## src/rtl/serial_comparator_lsb_if.sv

```systemverilog
// Start/operand/result bundle for the LSB-first serial signed comparator.
interface serial_comparator_lsb_if #(
  parameter int unsigned WIDTH = 16
);
  logic             start;
  logic [WIDTH-1:0] A;
  logic [WIDTH-1:0] B;
  logic             busy;
  logic             done;
  logic             gt;
  logic             eq;
  logic             lt;

  modport master (output start, A, B, input busy, done, gt, eq, lt);
  modport slave  (input start, A, B, output busy, done, gt, eq, lt);
endinterface

```

## src/rtl/serial_comparator_lsb.sv

```systemverilog
// Signed two's-complement comparator scanning 2-bit digits LSB first;
// a differing higher digit overrides whatever the lower digits decided.
module serial_comparator_lsb #(
  parameter int unsigned WIDTH = 16
) (
  input logic                   clk,
  input logic                   rst_n,
  serial_comparator_lsb_if.slave bus
);
  localparam int unsigned DIGITS = WIDTH / 2;
  localparam int unsigned CW     = (DIGITS > 1) ? $clog2(DIGITS) : 1;

  // Flag encodings ordered {gt, eq, lt}
  localparam logic [2:0] FLAG_NONE = 3'b000;
  localparam logic [2:0] FLAG_GT   = 3'b100;
  localparam logic [2:0] FLAG_EQ   = 3'b010;
  localparam logic [2:0] FLAG_LT   = 3'b001;

  typedef enum logic {IDLE, RUN} state_t;

  state_t           state_q, state_d;
  logic [CW-1:0]    cnt_q, cnt_d;
  logic [WIDTH-1:0] a_q, a_d;
  logic [WIDTH-1:0] b_q, b_d;
  logic [2:0]       run_q, run_d;
  logic [2:0]       res_q, res_d;
  logic             busy_q, busy_d;
  logic             done_q, done_d;
  logic             last_c;
  logic             dig_gt_c;
  logic             dig_lt_c;

  assign last_c = (cnt_q == CW'(DIGITS - 1));

  // Top digit carries the sign, so it alone is compared as signed
  always_comb begin
    dig_gt_c = 1'b0;
    dig_lt_c = 1'b0;
    if (last_c) begin
      dig_gt_c = $signed(a_q[1:0]) > $signed(b_q[1:0]);
      dig_lt_c = $signed(a_q[1:0]) < $signed(b_q[1:0]);
    end else begin
      dig_gt_c = a_q[1:0] > b_q[1:0];
      dig_lt_c = a_q[1:0] < b_q[1:0];
    end
  end

  // Next-state and next-output logic
  always_comb begin
    state_d = state_q;
    cnt_d   = cnt_q;
    a_d     = a_q;
    b_d     = b_q;
    run_d   = run_q;
    res_d   = res_q;
    busy_d  = busy_q;
    done_d  = 1'b0;
    case (state_q)
      IDLE: begin
        if (bus.start) begin
          a_d     = bus.A;
          b_d     = bus.B;
          run_d   = FLAG_EQ;
          cnt_d   = '0;
          busy_d  = 1'b1;
          state_d = RUN;
        end
      end
      RUN: begin
        if (dig_gt_c)      run_d = FLAG_GT;
        else if (dig_lt_c) run_d = FLAG_LT;
        a_d   = a_q >> 2;
        b_d   = b_q >> 2;
        cnt_d = cnt_q + CW'(1);
        if (last_c) begin
          res_d   = run_d;
          done_d  = 1'b1;
          busy_d  = 1'b0;
          cnt_d   = '0;
          state_d = IDLE;
        end
      end
      default: begin
        state_d = IDLE;
        busy_d  = 1'b0;
      end
    endcase
  end

  always_ff @(posedge clk or negedge rst_n) begin
    if (!rst_n) begin
      state_q <= IDLE;
      cnt_q   <= '0;
      a_q     <= '0;
      b_q     <= '0;
      run_q   <= FLAG_NONE;
      res_q   <= FLAG_NONE;
      busy_q  <= 1'b0;
      done_q  <= 1'b0;
    end else begin
      state_q <= state_d;
      cnt_q   <= cnt_d;
      a_q     <= a_d;
      b_q     <= b_d;
      run_q   <= run_d;
      res_q   <= res_d;
      busy_q  <= busy_d;
      done_q  <= done_d;
    end
  end

  assign bus.busy = busy_q;
  assign bus.done = done_q;
  assign bus.gt   = res_q[2];
  assign bus.eq   = res_q[1];
  assign bus.lt   = res_q[0];
endmodule

```

## src/flat_wrapper.sv

```systemverilog
// flat-port wrapper written by rule: the top's interface ports become plain ports
module serial_comparator_lsb_flat 
#(
  parameter int unsigned WIDTH = 16
)
  (clk, rst_n, bus_start, bus_A, bus_B, bus_busy, bus_done, bus_gt, bus_eq, bus_lt);
  serial_comparator_lsb_if #(.WIDTH(WIDTH)) bus_i ();
  input logic clk;
  input logic rst_n;
  input wire logic [$bits(bus_i.start)-1:0] bus_start;
  input wire logic [$bits(bus_i.A)-1:0] bus_A;
  input wire logic [$bits(bus_i.B)-1:0] bus_B;
  output wire logic [$bits(bus_i.busy)-1:0] bus_busy;
  output wire logic [$bits(bus_i.done)-1:0] bus_done;
  output wire logic [$bits(bus_i.gt)-1:0] bus_gt;
  output wire logic [$bits(bus_i.eq)-1:0] bus_eq;
  output wire logic [$bits(bus_i.lt)-1:0] bus_lt;
  assign bus_i.start = bus_start;
  assign bus_i.A = bus_A;
  assign bus_i.B = bus_B;
  assign bus_busy = bus_i.busy;
  assign bus_done = bus_i.done;
  assign bus_gt = bus_i.gt;
  assign bus_eq = bus_i.eq;
  assign bus_lt = bus_i.lt;
  serial_comparator_lsb #(.WIDTH(WIDTH)) u_core (.clk(clk), .rst_n(rst_n), .bus(bus_i));
endmodule
```

## config.mk

```make
export PLATFORM = sky130hd
export DESIGN_NAME = serial_comparator_lsb_flat
export DESIGN_NICKNAME = d
export VERILOG_FILES = /design/src/rtl/serial_comparator_lsb_if.sv /design/src/rtl/serial_comparator_lsb.sv /design/src/flat_wrapper.sv
export SDC_FILE = /design/constraint.sdc
export NUM_CORES = 1
export LEC_CHECK = 0
export CAP_MARGIN = 10
export CORE_ASPECT_RATIO = 0.8
export CORE_UTILIZATION = 48
export CTS_CLUSTER_SIZE = 12
export DETAILED_ROUTE_END_ITERATION = 8
export PLACE_DENSITY = 0.75
export REMOVE_ABC_BUFFERS = 1
export SLEW_MARGIN = 20
export SYNTH_ARGS = -nofsm -noshare
export SYNTH_HDL_FRONTEND = slang
export SYNTH_SLANG_ARGS = --single-unit
```

## constraint.sdc

```tcl
create_clock -name clk -period 2 [get_ports clk]
set_input_delay 0.5 -clock clk [delete_from_list [all_inputs] [get_ports clk]]
set_output_delay 0.5 -clock clk [all_outputs]
set_load 0.1 [all_outputs]
```

==> impl_metrics.csv, run 1 <==
group,metric,value,unit
outcome,status,"finished, final reports clean",
logic_synthesis,yosysMostFrequentCell,"dfrtp_1",
logic_synthesis,synth_top_family_by_area,"multiplexers",
pwr,ir_drop,0.000745,V
clock_tree,cts_tree,"done",
route,drc,0,
logic_synthesis,netlist_instances,187,
critical_path,critPathMaxFanout,3,
clock_tree,clock_path_buffers,2,
global_route,antenna_found_initial,0,
logic_synthesis,ys.flop_type,"dfrtp_1",
floorplanning,die_h,60.9,microns
final_layout,final_cells,284,
clock_tree,post_cts_resized,0,
timing,period_needed,1.56,ns
pwr,power.density,1300,mW/mm^2
route,dr.pass1.iters,4,
final_layout,n_fill_cell,363,
global_route,overflow,0,
global_route,grt.total_usage,19.9,%
clock_tree,cts_buffers,5,
critical_path,critPathMaxStageDelay,0.40,ns
logic_synthesis,avgSynthCellArea,11.1,sq um
route,routed_via_density,5.08,
logic_synthesis,synth_fa_ha_area_share,4.32,%
global_route,grt_max_degree,33,
pwr,power.share.sequential,43.8,%
route,wirelength,3.86,mm
pwr,p_sw,1.30,mW
logic_synthesis,synthTopCellsByArea,"dfrtp_1, mux2i_1, o21ai_1",
clock_tree,worstSkewPairLatency,0.31,ns
floorplanning,io_pins,40,
critical_path,startpoint_type,"register",
critical_path,required,2.18,ns
logic_synthesis,ys_types,30,
final_layout,nNetsFinal,268,
route,wl_per_cell,13.6,microns
logic_synthesis,synth-seq-cells,44,
logic_synthesis,synth_common_cells,"dfrtp_1, mux2i_1, o21ai_1, nand2_1",
logic_synthesis,yosys.area_share.simple,9.13,%
placement,portBuffers,39,
critical_path,critPathKind,"register to register",
pwr,p_sw_share,38.1,%
clock_tree,clk_pin_slew,0.08,ns
critical_path,cpMaxStageDelayCell,"fa_1",
timing,finalCritPeriodShare,77.9,%
timing,slew_violations,0,
logic_synthesis,muxShareOfSynthArea,15.9,%
logic_synthesis,syn_area,0.00208,sq mm
logic_synthesis,yosysWarnings,0,
timing,rsz0062_at_grt,"no",
critical_path,r2r_start,"u_core.b_q[0]",
pwr,power_leakage,1.25,nW
floorplanning,core-area,0.00418,sq mm
clock_tree,postCtsSetupBuffers,0,
timing,hold_violations,0,
placement,place_inst,277,
global_route,grt_pass1_wl,6.55,mm
timing,fmax,642,MHz
logic_synthesis,synth_compound_area_share,11.7,%
timing,worstMarginPinSlew,0.450,ns
placement,dp_hpwl,2.69,mm
logic_synthesis,synth_top_cell_by_area,"dfrtp_1",
placement,gp_congestion,0.742,
timing,skew,0.0107,ns
floorplanning,initial_core_util,49.9,%
timing,slew-limit-headroom,70.0,%
worst_hold_path,hold_class,"input port to asynchronous set/reset pin",
timing,finalSetupViolations,0,
critical_path,rr_worst_depth,4,
logic_synthesis,seq_area_frac_synth,52.9,%
clock_tree,cts_sinks,44,
critical_path,end_kind,"register",
logic_synthesis,synth_top_cell_area_share,52.9,%
floorplanning,dieArea,0.00461,sq mm
route,dr.first_iter.drc_count,65,
route,vias,1442,
logic_synthesis,synth_edf_count,0,
clock_tree,hold_buffers,0,
logic_synthesis,synth_xor_area_share,0,%
pwr,power_frac_comb,38.6,%
route,drtAntennaViolNets,0,
final_layout,drive_above_1_share,11.0,%
critical_path,timing.rr.end,"u_core.run_q[0]",
critical_path,worst_ep_arrival_time,1.74,ns
floorplanning,num_rows,21,
floorplanning,dieWidth,75.7,microns
flow_run,cap_violations,0,
global_route,grt_pass1_vias,1447,
logic_synthesis,synthArstFlopShare,100,%
pwr,intPower,2.11,mW
pwr,power_frac_clock,17.6,%
timing,setup_tns,0,ns
clock_tree,cts.htree.levels,2,
critical_path,worstPathCellList,"ha_1 -> fa_1 -> mux2i_1 -> o221ai_1",
critical_path,rrSetupSlack,0.44,ns
clock_tree,clock-root-buffer,"clkbuf_8",
final_layout,antennaDiodeCount,0,
final_layout,syn2layout_area_growth,25.6,%
==> cells by family (layout without fill, tap and decap cells) <==
family                     after synthesis  count (layout)
buffers and inverters                   20              60
and+or+nand+nor                         43              43
muxes                                   33              33
adders and majority gates                6               6
AOI/OAI and AO/OA                       41              41
DFF                                     44              44
==> stage by stage <==
stage	setup slack [ns]	total power, mW	instance area (sq um)	util, %	hold WS [ns]
after floorplan	0.00142	2.36	1990	-	0.204
after global placement	0.471	2.76	2520	60.3	0.467
after detailed placement	0.422	2.83	2520	60.3	0.474
after CTS	0.423	3.44	2620	62.7	0.171
after global routing	0.309	3.68	2620	62.7	0.187
final	0.443	3.41	2620	62.7	0.169
==> final cells by class <==
type / instances / area, sq um / share of cell area [%]
Tap cell: 57 / 71.3 / 2.72
Timing Repair Buffer: 45 / 463 / 17.7
Inverter: 8 / 30.0 / 1.15
Multi-Input combinational cell: 123 / 855 / 32.6
Sequential cell: 44 / 1100 / 42.1
Clock buffer: 7 / 96.3 / 3.68
==> per-layer routing <==
layer	GRT usage (%)	up-vias	routed length, microns
met5	0	-	0
met4	10.3	0	93
met3	4.98	8	151
met2	30.6	34	1630
met1	26.4	674	1980
li1	-	726	-
==> flip-flops by register name, summed over array words and instances, names as in the netlist <==
register,flops
u_core.bus.done,1
u_core.state_q,1
u_core.b_q,16
u_core.bus.busy,1
u_core.run_q,3
u_core.cnt_q,3
u_core.a_q,16
u_core.res_q,3
==> worst max-delay path by stage <==
stage | slack, ns | endpoint | from | cells after the start
after floorplan | 0.001 | u_core.cnt_q[1] | u_core.state_q | 2
after CTS | 0.42 | u_core.run_q[0] | u_core.b_q[0] | 4
final | 0.44 | u_core.run_q[0] | u_core.b_q[0] | 4
after global placement | 0.47 | u_core.b_q[6] | bus_start | 4
after detailed placement | 0.42 | u_core.b_q[8] | bus_start | 4
after global routing | 0.31 | u_core.run_q[0] | u_core.b_q[0] | 4
==> power groups by stage <==
| stage | Sequential [mW] | Combinational [mW] | Clock [mW] |
|---|---|---|---|
| floorplan | 1.73 | 0.632 | 0 |
| detailed placement | 1.51 | 1.33 | 0 |
| global placement | 1.49 | 1.28 | 0 |
| global route | 1.55 | 1.48 | 0.644 |
| finish | 1.49 | 1.32 | 0.599 |
| CTS | 1.49 | 1.33 | 0.617 |
==> cells in the final DEF, fill, tap and decap left out, types with 3 or more instances in the layout <==
master	instances
inv_1	6
nand2_1	28
mux2i_1	33
nand2b_1	3
ha_1	4
nor2_1	6
dfrtp_1	43
clkdlybuf4s50_1	32
clkbuf_8	7
o21ai_1	29
buf_12	4
buf_4	7
==> critical path: cells and delay by family (launching register included) <==
family                   cells  cell delay [ns]
AO/OA/AOI/OAI                1             0.15
adder cells (fa/ha/maj)      2             0.64
flip-flops                   1             0.38
multiplexers                 1             0.27
Power figures use the tool's default switching activity.
==> run 2, diff against run 1 <==
clock period = 1.55 ns   (was 2 ns; I/O delays follow)
==> impl_metrics.csv, run 2 (synthesis gave the netlist of run 1 again) <==
group,metric,value,unit
critical_path,worstPathCellList,"ha_2 -> fa_1 -> mux2i_2 -> a41o_1",
route,dr.pass1.iters,4,
clock_tree,clk_pin_slew,0.08,ns
placement,dp_hpwl,2.36,mm
final_layout,final_cell_mix,"dfrtp_1, mux2i_1, clkdlybuf4s50_1",
flow_run,cap_violations,0,
clock_tree,clock-root-buffer,"clkbuf_8",
critical_path,timing.rr.end,"u_core.run_q[1]",
timing,finalCritPeriodShare,96.0,%
clock_tree,worstSkewPairLatency,0.30,ns
global_route,grt_pass1_wl,5.65,mm
clock_tree,cts_sinks,44,
critical_path,cpMaxStageDelayCell,"dfrtp_1",
global_route,use_met1,23.9,%
floorplanning,io_pins,40,
route,wl_per_cell,12.0,microns
outcome,status,"finished, final reports clean",
route,vias,1406,
pwr,power.density,1690,mW/mm^2
critical_path,startpoint_type,"register",
placement,place_inst,278,
global_route,use_met2,24.2,%
route,drc,0,
timing,finalSetupViolations,0,
clock_tree,clock_path_buffers,2,
floorplanning,dieWidth,75.7,microns
final_layout,final_util,64.5,%
route,drtAntennaViolNets,0,
floorplanning,num_rows,21,
route,routed_via_density,4.92,
timing,hold_violations,0,
route,dr.first_iter.drc_count,91,
route,wirelength,3.44,mm
critical_path,critPathMaxFanout,3,
critical_path,end_kind,"register",
global_route,overflow,0,
critical_path,r2r_start,"u_core.b_q[0]",
final_layout,drive_above_1_share,13.5,%
floorplanning,die_h,60.9,microns
global_route,use_met3,5.65,%
pwr,power_leakage,1.27,nW
final_layout,antennaDiodeCount,0,
global_route,top_usage_layer,"met2",
timing,slew-limit-headroom,76.2,%
timing,fmax,672,MHz
clock_tree,cts.htree.levels,2,
critical_path,critPathKind,"register to register",
global_route,grt.total_usage,16.8,%
floorplanning,core-area,0.00418,sq mm
final_layout,final_common_cell,"dfrtp_1",
clock_tree,postCtsSetupBuffers,0,
global_route,antenna_found_initial,0,
critical_path,critPathMaxStageDelay,0.39,ns
critical_path,worst_ep_arrival_time,1.73,ns
global_route,grt_max_degree,45,
final_layout,reg_top3,"u_core.a_q (16), u_core.b_q (16)",
timing,worstMarginPinSlew,0.357,ns
timing,skew,0.00696,ns
final_layout,final_cells,286,
floorplanning,initial_core_util,49.9,%
final_layout,nNetsFinal,269,
critical_path,rr_worst_depth,4,
pwr,ir_drop,0.000798,V
worst_hold_path,hold_class,"input port to asynchronous set/reset pin",
placement,portBuffers,39,
clock_tree,cts_tree,"done",
floorplanning,dieArea,0.00461,sq mm
final_layout,syn2layout_area_growth,29.2,%
timing,slew_violations,0,
timing,period_needed,1.49,ns
placement,gp_congestion,0.733,
global_route,grt_pass1_vias,1255,
critical_path,required,1.79,ns
critical_path,rrSetupSlack,0.06,ns
clock_tree,cts_buffers,5,
-- run 2: changes by cell type in the layout (fill, tap and decap cells not counted), sizes merged --
cell	before	now
clkinvlp	0	1
clkinv	0	1
bufinv	0	1
buf	13	14
clkbuf	7	5
-- run 2: stage by stage --
stage | hold slack (ns) | cell area, sq um | setup WS, ns | power [mW] | TNS (ns)
6_report | 0.0463 | 2690 | 0.0619 | 4.55 | 0
5_1_grt | 0.0720 | 2690 | -0.00113 | 4.88 | -0.00113
4_1_cts | 0.0586 | 2680 | 0.0201 | 4.57 | 0
3_5_place_dp | 0.386 | 2570 | 0.00578 | 3.68 | 0
3_3_place_gp | 0.387 | 2570 | 0.0351 | 3.63 | 0
2_1_floorplan | 0.0919 | 1990 | -0.449 | 3.05 | -8.12
-- run 2: how the worst max path moves through the flow --
stage / start / end / slack, ns / cells after the start
floorplan: u_core.state_q / u_core.cnt_q[1] / -0.45 / 2
global placement: u_core.b_q[0] / u_core.run_q[0] / 0.04 / 4
detailed placement: u_core.b_q[0] / u_core.run_q[0] / 0.006 / 4
CTS: u_core.b_q[0] / u_core.run_q[0] / 0.02 / 4
global route: u_core.b_q[0] / u_core.run_q[1] / -0.001 / 4
finish: u_core.b_q[0] / u_core.run_q[1] / 0.06 / 4
-- run 2: layer usage --
| metal | routed length, microns | part of all wire (%) | up-vias |
|---|---|---|---|
| li1 | - | - | 727 |
| met5 | 0 | 0 | - |
| met3 | 186 | 5.4 | 4 |
| met4 | 32 | 0.93 | 0 |
| met1 | 1750 | 51 | 643 |
| met2 | 1470 | 43 | 32 |
-- run 2: repair_timing --
action | in CTS | in global routing
setup endpoints to repair | 1 | 4
resized for setup | 1 | 3
hold buffers | 0 | 0
-- run 2: power by group --
| group | internal, mW | total, mW | switching (mW) |
|---|---|---|---|
| clock | 0.477 | 0.864 | 0.388 |
| sequential | 1.59 | 1.89 | 0.303 |
| combinational | 0.806 | 1.79 | 0.988 |
-- run 2: area by class of cell --
cell class / instances / area, sq um
tap: 57 / 71.3
clock buffer: 5 / 68.8
inverter: 8 / 30.0
fill: 335 / 1490
timing repair buffer: 46 / 508
sequential: 44 / 1100
multi-input combinational: 123 / 870
clock inverter: 3 / 42.5
-- run 2: worst max-delay path: cells and delay by family, from the launching register on --
family                   cells  cell delay [ns]
AO/OA/AOI/OAI                1             0.20
flip-flops                   1             0.39
adder cells (fa/ha/maj)      2             0.58
multiplexers                 1             0.26
